==> src/rtl/multicycle_control_if.sv <==
// Bundle of control-sequencer signals between the multicycle controller and
// the datapath, memory and register file around it.
//   master : the controller. It takes instr/mem_ready/alu_zero in and drives
//            the strobes, selects, rf addresses, illegal_op and state.
//   slave  : the datapath/memory side, with the opposite directions.
interface multicycle_control_if;
    logic [31:0] instr;
    logic        mem_ready;
    logic        alu_zero;
    logic        mem_req;
    logic        mem_we;
    logic        mem_addr_sel;
    logic        ir_we;
    logic        pc_we;
    logic [1:0]  pc_src;
    logic        alu_src_a;
    logic [1:0]  alu_src_b;
    logic [3:0]  alu_op;
    logic [4:0]  rf_read_address_0;
    logic [4:0]  rf_read_address_1;
    logic [4:0]  rf_write_address;
    logic        rf_write_en;
    logic        rf_wdata_sel;
    logic        illegal_op;
    logic [2:0]  state;

    modport master (
        input  instr, mem_ready, alu_zero,
        output mem_req, mem_we, mem_addr_sel, ir_we, pc_we, pc_src,
               alu_src_a, alu_src_b, alu_op, rf_read_address_0,
               rf_read_address_1, rf_write_address, rf_write_en,
               rf_wdata_sel, illegal_op, state
    );

    modport slave (
        output instr, mem_ready, alu_zero,
        input  mem_req, mem_we, mem_addr_sel, ir_we, pc_we, pc_src,
               alu_src_a, alu_src_b, alu_op, rf_read_address_0,
               rf_read_address_1, rf_write_address, rf_write_en,
               rf_wdata_sel, illegal_op, state
    );
endinterface

==> src/rtl/multicycle_control.sv <==
// Multicycle CPU control sequencer. It holds the instruction register and
// steps each instruction through FETCH/DECODE/EXEC/MEM/WB, with HALT on an
// unsupported opcode. It drives the register-file addresses and write strobe,
// plus the ALU, PC and memory controls.
// Ports:
//   clk  - rising-edge clock
//   rst  - synchronous active-high reset. It aborts any instruction in
//          flight and forces every strobe low while it is held.
//   bus  - multicycle_control_if.master (memory handshake, datapath
//          controls, rf addresses, illegal_op, state)
module multicycle_control #(
    parameter logic [31:0] RESET_IR = 32'h0000_0000
) (
    input  logic                 clk,
    input  logic                 rst,
    multicycle_control_if.master bus
);
    typedef enum logic [2:0] {
        S_FETCH  = 3'd0,
        S_DECODE = 3'd1,
        S_EXEC   = 3'd2,
        S_MEM    = 3'd3,
        S_WB     = 3'd4,
        S_HALT   = 3'd7
    } state_e;

    localparam logic [5:0] OP_RTYPE = 6'h00;
    localparam logic [5:0] OP_ADDI  = 6'h08;
    localparam logic [5:0] OP_LW    = 6'h23;
    localparam logic [5:0] OP_SW    = 6'h2B;
    localparam logic [5:0] OP_BEQ   = 6'h04;
    localparam logic [5:0] OP_J     = 6'h02;

    localparam logic [3:0] ALU_ADD = 4'b0000;
    localparam logic [3:0] ALU_SUB = 4'b0001;
    localparam logic [3:0] ALU_AND = 4'b0010;
    localparam logic [3:0] ALU_OR  = 4'b0011;
    localparam logic [3:0] ALU_SLT = 4'b0100;

    state_e      state_q, state_d;
    logic [31:0] ir_q, ir_d;
    logic        illegal_q, illegal_d;

    logic        is_r_s, is_addi_s, is_lw_s, is_sw_s, is_beq_s, is_j_s;
    logic        funct_ok_s, legal_s;
    logic [3:0]  funct_alu_op_s;
    logic [4:0]  rf_waddr_s;
    logic        unused_ir_bits_s;

    logic        mem_req_s, mem_we_s, mem_addr_sel_s, ir_we_s, pc_we_s;
    logic [1:0]  pc_src_s, alu_src_b_s;
    logic        alu_src_a_s, rf_write_en_s, rf_wdata_sel_s;
    logic [3:0]  alu_op_s;

    assign is_r_s    = (ir_q[31:26] == OP_RTYPE);
    assign is_addi_s = (ir_q[31:26] == OP_ADDI);
    assign is_lw_s   = (ir_q[31:26] == OP_LW);
    assign is_sw_s   = (ir_q[31:26] == OP_SW);
    assign is_beq_s  = (ir_q[31:26] == OP_BEQ);
    assign is_j_s    = (ir_q[31:26] == OP_J);
    assign legal_s   = (is_r_s & funct_ok_s) | is_addi_s | is_lw_s | is_sw_s
                     | is_beq_s | is_j_s;
    // Shift amount is a datapath concern; the controller never looks at it.
    assign unused_ir_bits_s = ^ir_q[10:6];

    // R-type funct decode: legality and ALU operation
    always_comb begin
        funct_ok_s     = 1'b1;
        funct_alu_op_s = ALU_ADD;
        case (ir_q[5:0])
            6'h20:   funct_alu_op_s = ALU_ADD;
            6'h22:   funct_alu_op_s = ALU_SUB;
            6'h24:   funct_alu_op_s = ALU_AND;
            6'h25:   funct_alu_op_s = ALU_OR;
            6'h2A:   funct_alu_op_s = ALU_SLT;
            default: funct_ok_s     = 1'b0;
        endcase
    end

    // Destination register: rd for R-type, rt for ADDI/LW, r0 (no write) otherwise
    always_comb begin
        rf_waddr_s = 5'd0;
        if (is_r_s) begin
            rf_waddr_s = ir_q[15:11];
        end else if (is_addi_s || is_lw_s) begin
            rf_waddr_s = ir_q[20:16];
        end else begin
            rf_waddr_s = 5'd0;
        end
    end

    // Next-state and control outputs (Moore, plus mem_ready/alu_zero/opcode terms)
    always_comb begin
        state_d        = state_q;
        ir_d           = ir_q;
        illegal_d      = illegal_q;
        mem_req_s      = 1'b0;
        mem_we_s       = 1'b0;
        mem_addr_sel_s = 1'b0;
        ir_we_s        = 1'b0;
        pc_we_s        = 1'b0;
        pc_src_s       = 2'b00;
        alu_src_a_s    = 1'b0;
        alu_src_b_s    = 2'b00;
        alu_op_s       = ALU_ADD;
        rf_write_en_s  = 1'b0;
        rf_wdata_sel_s = 1'b0;
        case (state_q)
            S_FETCH: begin
                mem_req_s   = 1'b1;
                alu_src_b_s = 2'b01;
                if (bus.mem_ready) begin
                    ir_we_s = 1'b1;
                    pc_we_s = 1'b1;
                    ir_d    = bus.instr;
                    state_d = S_DECODE;
                end else begin
                    state_d = S_FETCH;
                end
            end
            S_DECODE: begin
                // Branch target PC + (imm << 2) is latched into ALU-out here
                alu_src_b_s = 2'b11;
                if (legal_s) begin
                    state_d = S_EXEC;
                end else begin
                    illegal_d = 1'b1;
                    state_d   = S_HALT;
                end
            end
            S_EXEC: begin
                if (is_r_s) begin
                    alu_src_a_s = 1'b1;
                    alu_op_s    = funct_alu_op_s;
                    state_d     = S_WB;
                end else if (is_addi_s || is_lw_s || is_sw_s) begin
                    alu_src_a_s = 1'b1;
                    alu_src_b_s = 2'b10;
                    state_d     = is_addi_s ? S_WB : S_MEM;
                end else if (is_beq_s) begin
                    alu_src_a_s = 1'b1;
                    alu_op_s    = ALU_SUB;
                    pc_src_s    = 2'b01;
                    pc_we_s     = bus.alu_zero;
                    state_d     = S_FETCH;
                end else if (is_j_s) begin
                    pc_we_s  = 1'b1;
                    pc_src_s = 2'b10;
                    state_d  = S_FETCH;
                end else begin
                    state_d = S_HALT;
                end
            end
            S_MEM: begin
                mem_req_s      = 1'b1;
                mem_addr_sel_s = 1'b1;
                mem_we_s       = is_sw_s;
                if (bus.mem_ready) begin
                    state_d = is_lw_s ? S_WB : S_FETCH;
                end else begin
                    state_d = S_MEM;
                end
            end
            S_WB: begin
                rf_wdata_sel_s = is_lw_s;
                rf_write_en_s  = (rf_waddr_s != 5'd0);
                state_d        = S_FETCH;
            end
            S_HALT: begin
                state_d = S_HALT;
            end
            default: begin
                state_d = S_FETCH;
            end
        endcase
    end

    // State, instruction register and sticky illegal flag
    always_ff @(posedge clk) begin
        if (rst) begin
            state_q   <= S_FETCH;
            ir_q      <= RESET_IR;
            illegal_q <= 1'b0;
        end else begin
            state_q   <= state_d;
            ir_q      <= ir_d;
            illegal_q <= illegal_d;
        end
    end

    // Strobes are gated by rst so nothing fires while reset is held
    assign bus.mem_req           = mem_req_s & ~rst;
    assign bus.mem_we            = mem_we_s & ~rst;
    assign bus.ir_we             = ir_we_s & ~rst;
    assign bus.pc_we             = pc_we_s & ~rst;
    assign bus.rf_write_en       = rf_write_en_s & ~rst;
    assign bus.mem_addr_sel      = mem_addr_sel_s;
    assign bus.pc_src            = pc_src_s;
    assign bus.alu_src_a         = alu_src_a_s;
    assign bus.alu_src_b         = alu_src_b_s;
    assign bus.alu_op            = alu_op_s;
    assign bus.rf_wdata_sel      = rf_wdata_sel_s;
    assign bus.rf_read_address_0 = ir_q[25:21];
    assign bus.rf_read_address_1 = ir_q[20:16];
    assign bus.rf_write_address  = rf_waddr_s;
    assign bus.illegal_op        = illegal_q;
    assign bus.state             = state_q;
endmodule

==> src/flat_wrapper.sv <==
// flat-port wrapper written by rule: the top's interface ports become plain ports
module multicycle_control_flat 
#(
    parameter logic [31:0] RESET_IR = 32'h0000_0000
)
  (clk, rst, bus_instr, bus_mem_ready, bus_alu_zero, bus_mem_req, bus_mem_we, bus_mem_addr_sel, bus_ir_we, bus_pc_we, bus_pc_src, bus_alu_src_a, bus_alu_src_b, bus_alu_op, bus_rf_read_address_0, bus_rf_read_address_1, bus_rf_write_address, bus_rf_write_en, bus_rf_wdata_sel, bus_illegal_op, bus_state);
  multicycle_control_if bus_i ();
  input  logic clk;
  input  logic rst;
  input wire logic [$bits(bus_i.instr)-1:0] bus_instr;
  input wire logic [$bits(bus_i.mem_ready)-1:0] bus_mem_ready;
  input wire logic [$bits(bus_i.alu_zero)-1:0] bus_alu_zero;
  output wire logic [$bits(bus_i.mem_req)-1:0] bus_mem_req;
  output wire logic [$bits(bus_i.mem_we)-1:0] bus_mem_we;
  output wire logic [$bits(bus_i.mem_addr_sel)-1:0] bus_mem_addr_sel;
  output wire logic [$bits(bus_i.ir_we)-1:0] bus_ir_we;
  output wire logic [$bits(bus_i.pc_we)-1:0] bus_pc_we;
  output wire logic [$bits(bus_i.pc_src)-1:0] bus_pc_src;
  output wire logic [$bits(bus_i.alu_src_a)-1:0] bus_alu_src_a;
  output wire logic [$bits(bus_i.alu_src_b)-1:0] bus_alu_src_b;
  output wire logic [$bits(bus_i.alu_op)-1:0] bus_alu_op;
  output wire logic [$bits(bus_i.rf_read_address_0)-1:0] bus_rf_read_address_0;
  output wire logic [$bits(bus_i.rf_read_address_1)-1:0] bus_rf_read_address_1;
  output wire logic [$bits(bus_i.rf_write_address)-1:0] bus_rf_write_address;
  output wire logic [$bits(bus_i.rf_write_en)-1:0] bus_rf_write_en;
  output wire logic [$bits(bus_i.rf_wdata_sel)-1:0] bus_rf_wdata_sel;
  output wire logic [$bits(bus_i.illegal_op)-1:0] bus_illegal_op;
  output wire logic [$bits(bus_i.state)-1:0] bus_state;
  assign bus_i.instr = bus_instr;
  assign bus_i.mem_ready = bus_mem_ready;
  assign bus_i.alu_zero = bus_alu_zero;
  assign bus_mem_req = bus_i.mem_req;
  assign bus_mem_we = bus_i.mem_we;
  assign bus_mem_addr_sel = bus_i.mem_addr_sel;
  assign bus_ir_we = bus_i.ir_we;
  assign bus_pc_we = bus_i.pc_we;
  assign bus_pc_src = bus_i.pc_src;
  assign bus_alu_src_a = bus_i.alu_src_a;
  assign bus_alu_src_b = bus_i.alu_src_b;
  assign bus_alu_op = bus_i.alu_op;
  assign bus_rf_read_address_0 = bus_i.rf_read_address_0;
  assign bus_rf_read_address_1 = bus_i.rf_read_address_1;
  assign bus_rf_write_address = bus_i.rf_write_address;
  assign bus_rf_write_en = bus_i.rf_write_en;
  assign bus_rf_wdata_sel = bus_i.rf_wdata_sel;
  assign bus_illegal_op = bus_i.illegal_op;
  assign bus_state = bus_i.state;
  multicycle_control #(.RESET_IR(RESET_IR)) u_core (.clk(clk), .rst(rst), .bus(bus_i));
endmodule
==> config.mk <==
export PLATFORM = sky130hd
export DESIGN_NAME = multicycle_control_flat
export DESIGN_NICKNAME = d
export VERILOG_FILES = /design/src/rtl/multicycle_control_if.sv /design/src/rtl/multicycle_control.sv /design/src/flat_wrapper.sv
export SDC_FILE = /design/constraint.sdc
export NUM_CORES = 1
export LEC_CHECK = 0
export BUFFER_PORTS_ARGS = -buffer_cell sky130_fd_sc_hd__buf_2
export CORE_MARGIN = 2
export CORE_UTILIZATION = 30
export DETAILED_ROUTE_END_ITERATION = 10
export GPL_ROUTABILITY_DRIVEN = 0
export PLACE_DENSITY = 0.61
export SLEW_MARGIN = 15
export SYNTH_ARGS = -nofsm -noshare
export SYNTH_HDL_FRONTEND = slang
export SYNTH_SLANG_ARGS = --single-unit
==> constraint.sdc <==
create_clock -name clk -period 2.5 [get_ports clk]
set_clock_uncertainty 0.15 [all_clocks]
set_input_delay 0.125 -clock clk [delete_from_list [all_inputs] [get_ports clk]]
set_output_delay 0.125 -clock clk [all_outputs]
set_load 0.03 [all_outputs]
==> impl_metrics.json <==
{
  "htree_levels": 2,
  "clkLatencyLatePin_ps": 280,
  "critPathCaptureType": "output pin",
  "cp_common_cell": "a21oi_1",
  "io_buffer_count": 64,
  "dp_cells": 340,
  "max_stage_delay_ps": 490,
  "routedWlPerCell_um": 12.20,
  "grt_pass1_wl_mm": 7.741,
  "grt_max_degree": 35,
  "first_global_vias": 1709,
  "instances_no_fill": 375,
  "synth_cell_types": 40,
  "placed_cell_area_um2": 1982,
  "max_slew_margin": 0.5684,
  "hold_class": "input port to flop",
  "status": "completed",
  "final_common_cell": "buf_2",
  "regArea_um2": 620.6,
  "drv_cap": 0,
  "core_um2": 5439,
  "finalCritPeriodShare": 0.9285,
  "num_rows": 27,
  "worstPathRequired_ps": 2230,
  "ys_warn_count": 0,
  "dp_hpwl_mm": 3.017,
  "criticalPathCategory": "flop to output pin",
  "setup_violations": 0,
  "dieWidth_um": 78.54,
  "fillers": 572,
  "crit_path_start_kind": "flop",
  "ys_seq_elements": 31,
  "max_freq_ghz": 0.4308,
  "rr_worst_depth": 5,
  "ys_seq_area_frac": 0.3724,
  "design_area_um2": 2356,
  "grt_usage": 0.1577,
  "clockBufferDepth": 2,
  "drt_first_pass_iters": 4,
  "detail_route.vias_per_cell": 4.755,
  "ios": 71,
  "final_core_util": 0.4332,
  "drive_gt1_frac": 0.3102,
  "synthCells": 225,
  "period_minus_slack_ps": 2321,
  "worst_slew_pin_slew_ps": 645.8,
  "critical_path.slowest_cell": "dfxtp_1",
  "final_max_slew_viol_count": 0,
  "syn_area_per_cell_um2": 7.407,
  "min_path_cells": 4,
  "final_cell_mix": "64 x buf_2, 63 x nand2_1, 34 x a21oi_1, 31 x dfxtp_1, 27 x dlygate4sd3_1",
  "multiInputGateArea_um2": 922.1,
  "antenna_found_initial": 0,
  "tritoncts": "yes",
  "syn_nets": 261,
  "path_max_fanout": 8,
  "reg2reg_slack_ps": 560,
  "clk_pin_slew_worst_paths_ps": 60,
  "worstHoldStart": "bus_mem_ready",
  "grt-ovfl-total": 0,
  "ant_nets": 0,
  "cts_buffers": 5,
  "numClockSinks": 31,
  "die_h_um": 78.54,
  "cts_post_setup_buffers_inserted": 0,
  "start_util": 0.3064,
  "p_leak_nw": 1.017,
  "totalWireLength_mm": 4.575,
  "dieArea_um2": 6168,
  "num_vias": 1783,
  "rsz0062_at_grt": "false",
  "synthToLayoutAreaGrowth_pct": 41.37,
  "worstPathArrival_ps": 2050,
  "antenna_cells": 0,
  "drcViolationCount": 0,
  "drt-initial-drc-count": 128,
  "ir_drop_uv": 453.3,
  "fin_setup_tns_ps": 0,
  "power_density_nw_per_um2": 983.4,
  "worstPathCellList": "or2b_1 > nor3_2 > a21oi_1 > or3_1 > a21oi_1 > buf_2",
  "root_buffer": "clkbuf_8",
  "r2r_end": "u_core.bus.state[2]$_SDFF_PP0_",
  "crit_path_start": "u_core.ir_q[27]$_SDFFE_PP0P_",
  "final_nets": 338,
  "hold_viol_final": 0,
  "syn_area_um2": 1667,
  "critPathCapture": "bus_alu_src_b[1]",
  "rr_startpoint": "u_core.ir_q[31]$_SDFFE_PP0P_"
}
[worst min-delay path by stage]
stage                                                end  slack, ps
after floorplan              u_core.ir_q[5]$_SDFFE_PP0P_        110
after global placement      u_core.ir_q[25]$_SDFFE_PP0P_        220
after detailed placement    u_core.ir_q[23]$_SDFFE_PP0P_        220
after CTS                 u_core.bus.state[2]$_SDFF_PP0_        110
after global routing      u_core.bus.state[2]$_SDFF_PP0_        180
final                     u_core.bus.state[2]$_SDFF_PP0_        130
[stage by stage]
| step | hold WS, ps | setup WS [ps] | power (mW) |
|---|---|---|---|
| 5_1_grt | 184.4 | 30.86 | 2.510 |
| 2_1_floorplan | 111.0 | 47.49 | 1.646 |
| 3_5_place_dp | 220.0 | 373.7 | 1.913 |
| 6_report | 128.8 | 178.6 | 2.317 |
| 3_3_place_gp | 215.7 | 377.3 | 1.897 |
| 4_1_cts | 111.5 | 72.06 | 2.328 |
[synth_stat cells (all sizes together)]
master | count | share of area
nor2b | 2 | 0.0075
o21ba | 1 | 0.0060
a211oi | 1 | 0.0045
xnor2 | 2 | 0.011
buf | 14 | 0.062
nor3 | 9 | 0.027
clkbuf | 12 | 0.027
o31a | 3 | 0.017
o21a | 2 | 0.0090
or3 | 4 | 0.018
conb | 1 | 0.0023
nor4b | 4 | 0.021
a31oi | 1 | 0.0038
a22o | 5 | 0.030
a32oi | 1 | 0.0053
a21oi | 34 | 0.10
nand3b | 1 | 0.0045
o2111ai | 1 | 0.0053
o21ai | 2 | 0.0060
nand2b | 2 | 0.0075
dfxtp | 31 | 0.37
and4b | 1 | 0.0060
or4 | 1 | 0.0045
and3 | 3 | 0.014
o41a | 2 | 0.014
nand2 | 63 | 0.14
or2b | 1 | 0.0045
mux2i | 1 | 0.0060
nor4 | 4 | 0.024
nand3 | 1 | 0.0030
nor2 | 12 | 0.027
inv | 3 | 0.0068
[cell families after synthesis]
family          synth area share
compound gates            0.2027
xor+xnor                 0.01051
other cells             0.002250
simple gates              0.3108
mux                     0.006006
buf+inv                  0.09534
flops                     0.3724
[registers in the layout, summed over array words and instances, names as in the netlist]
register               cells
u_core.ir_q               27
u_core.bus.state           3
u_core.bus.illegal_op      1
[critical path: cells and delay by family, from the launching register on]
family	cells	cell delay, ps
AO/OA/AOI/OAI	2	220
buffers and inverters	1	220
flip-flops	1	490
AND/OR/NAND/NOR	3	840
[power by group]
group | switching [mW] | internal (mW) | leakage (nW)
registers | 0.148 | 0.619 | 0.254
clock network | 0.188 | 0.190 | 0.0477
logic | 0.747 | 0.425 | 0.715
total | 1.08 | 1.23 | 1.02
[what timing repair did]
| action | 4_1_cts | 5_1_grt |
|---|---|---|
| gates resized for setup | 0 | 3 |
| endpoints found under the setup margin | 0 | 2 |
| hold endpoints to repair | 27 | 0 |
| hold buffers | 27 | 0 |
[area by class of cell]
cell class	instances	share of cell area
multi-input cells	165	0.3914
repair buffers	96	0.2666
flip-flops and latches	31	0.2634
well taps	72	0.03824
clock buffers	5	0.02921
clock inverters	3	0.006373
inverters	3	0.004780
[layer usage]
layer,global-route usage,routed length [um],vias to the layer above
li1,-,-,917
met1,0.1986,2099,809
met2,0.2564,2151,47
met3,0.04138,219,10
met4,0.06140,104,0
met5,0,0,-
No activity file was read; power rests on OpenSTA's default activity.
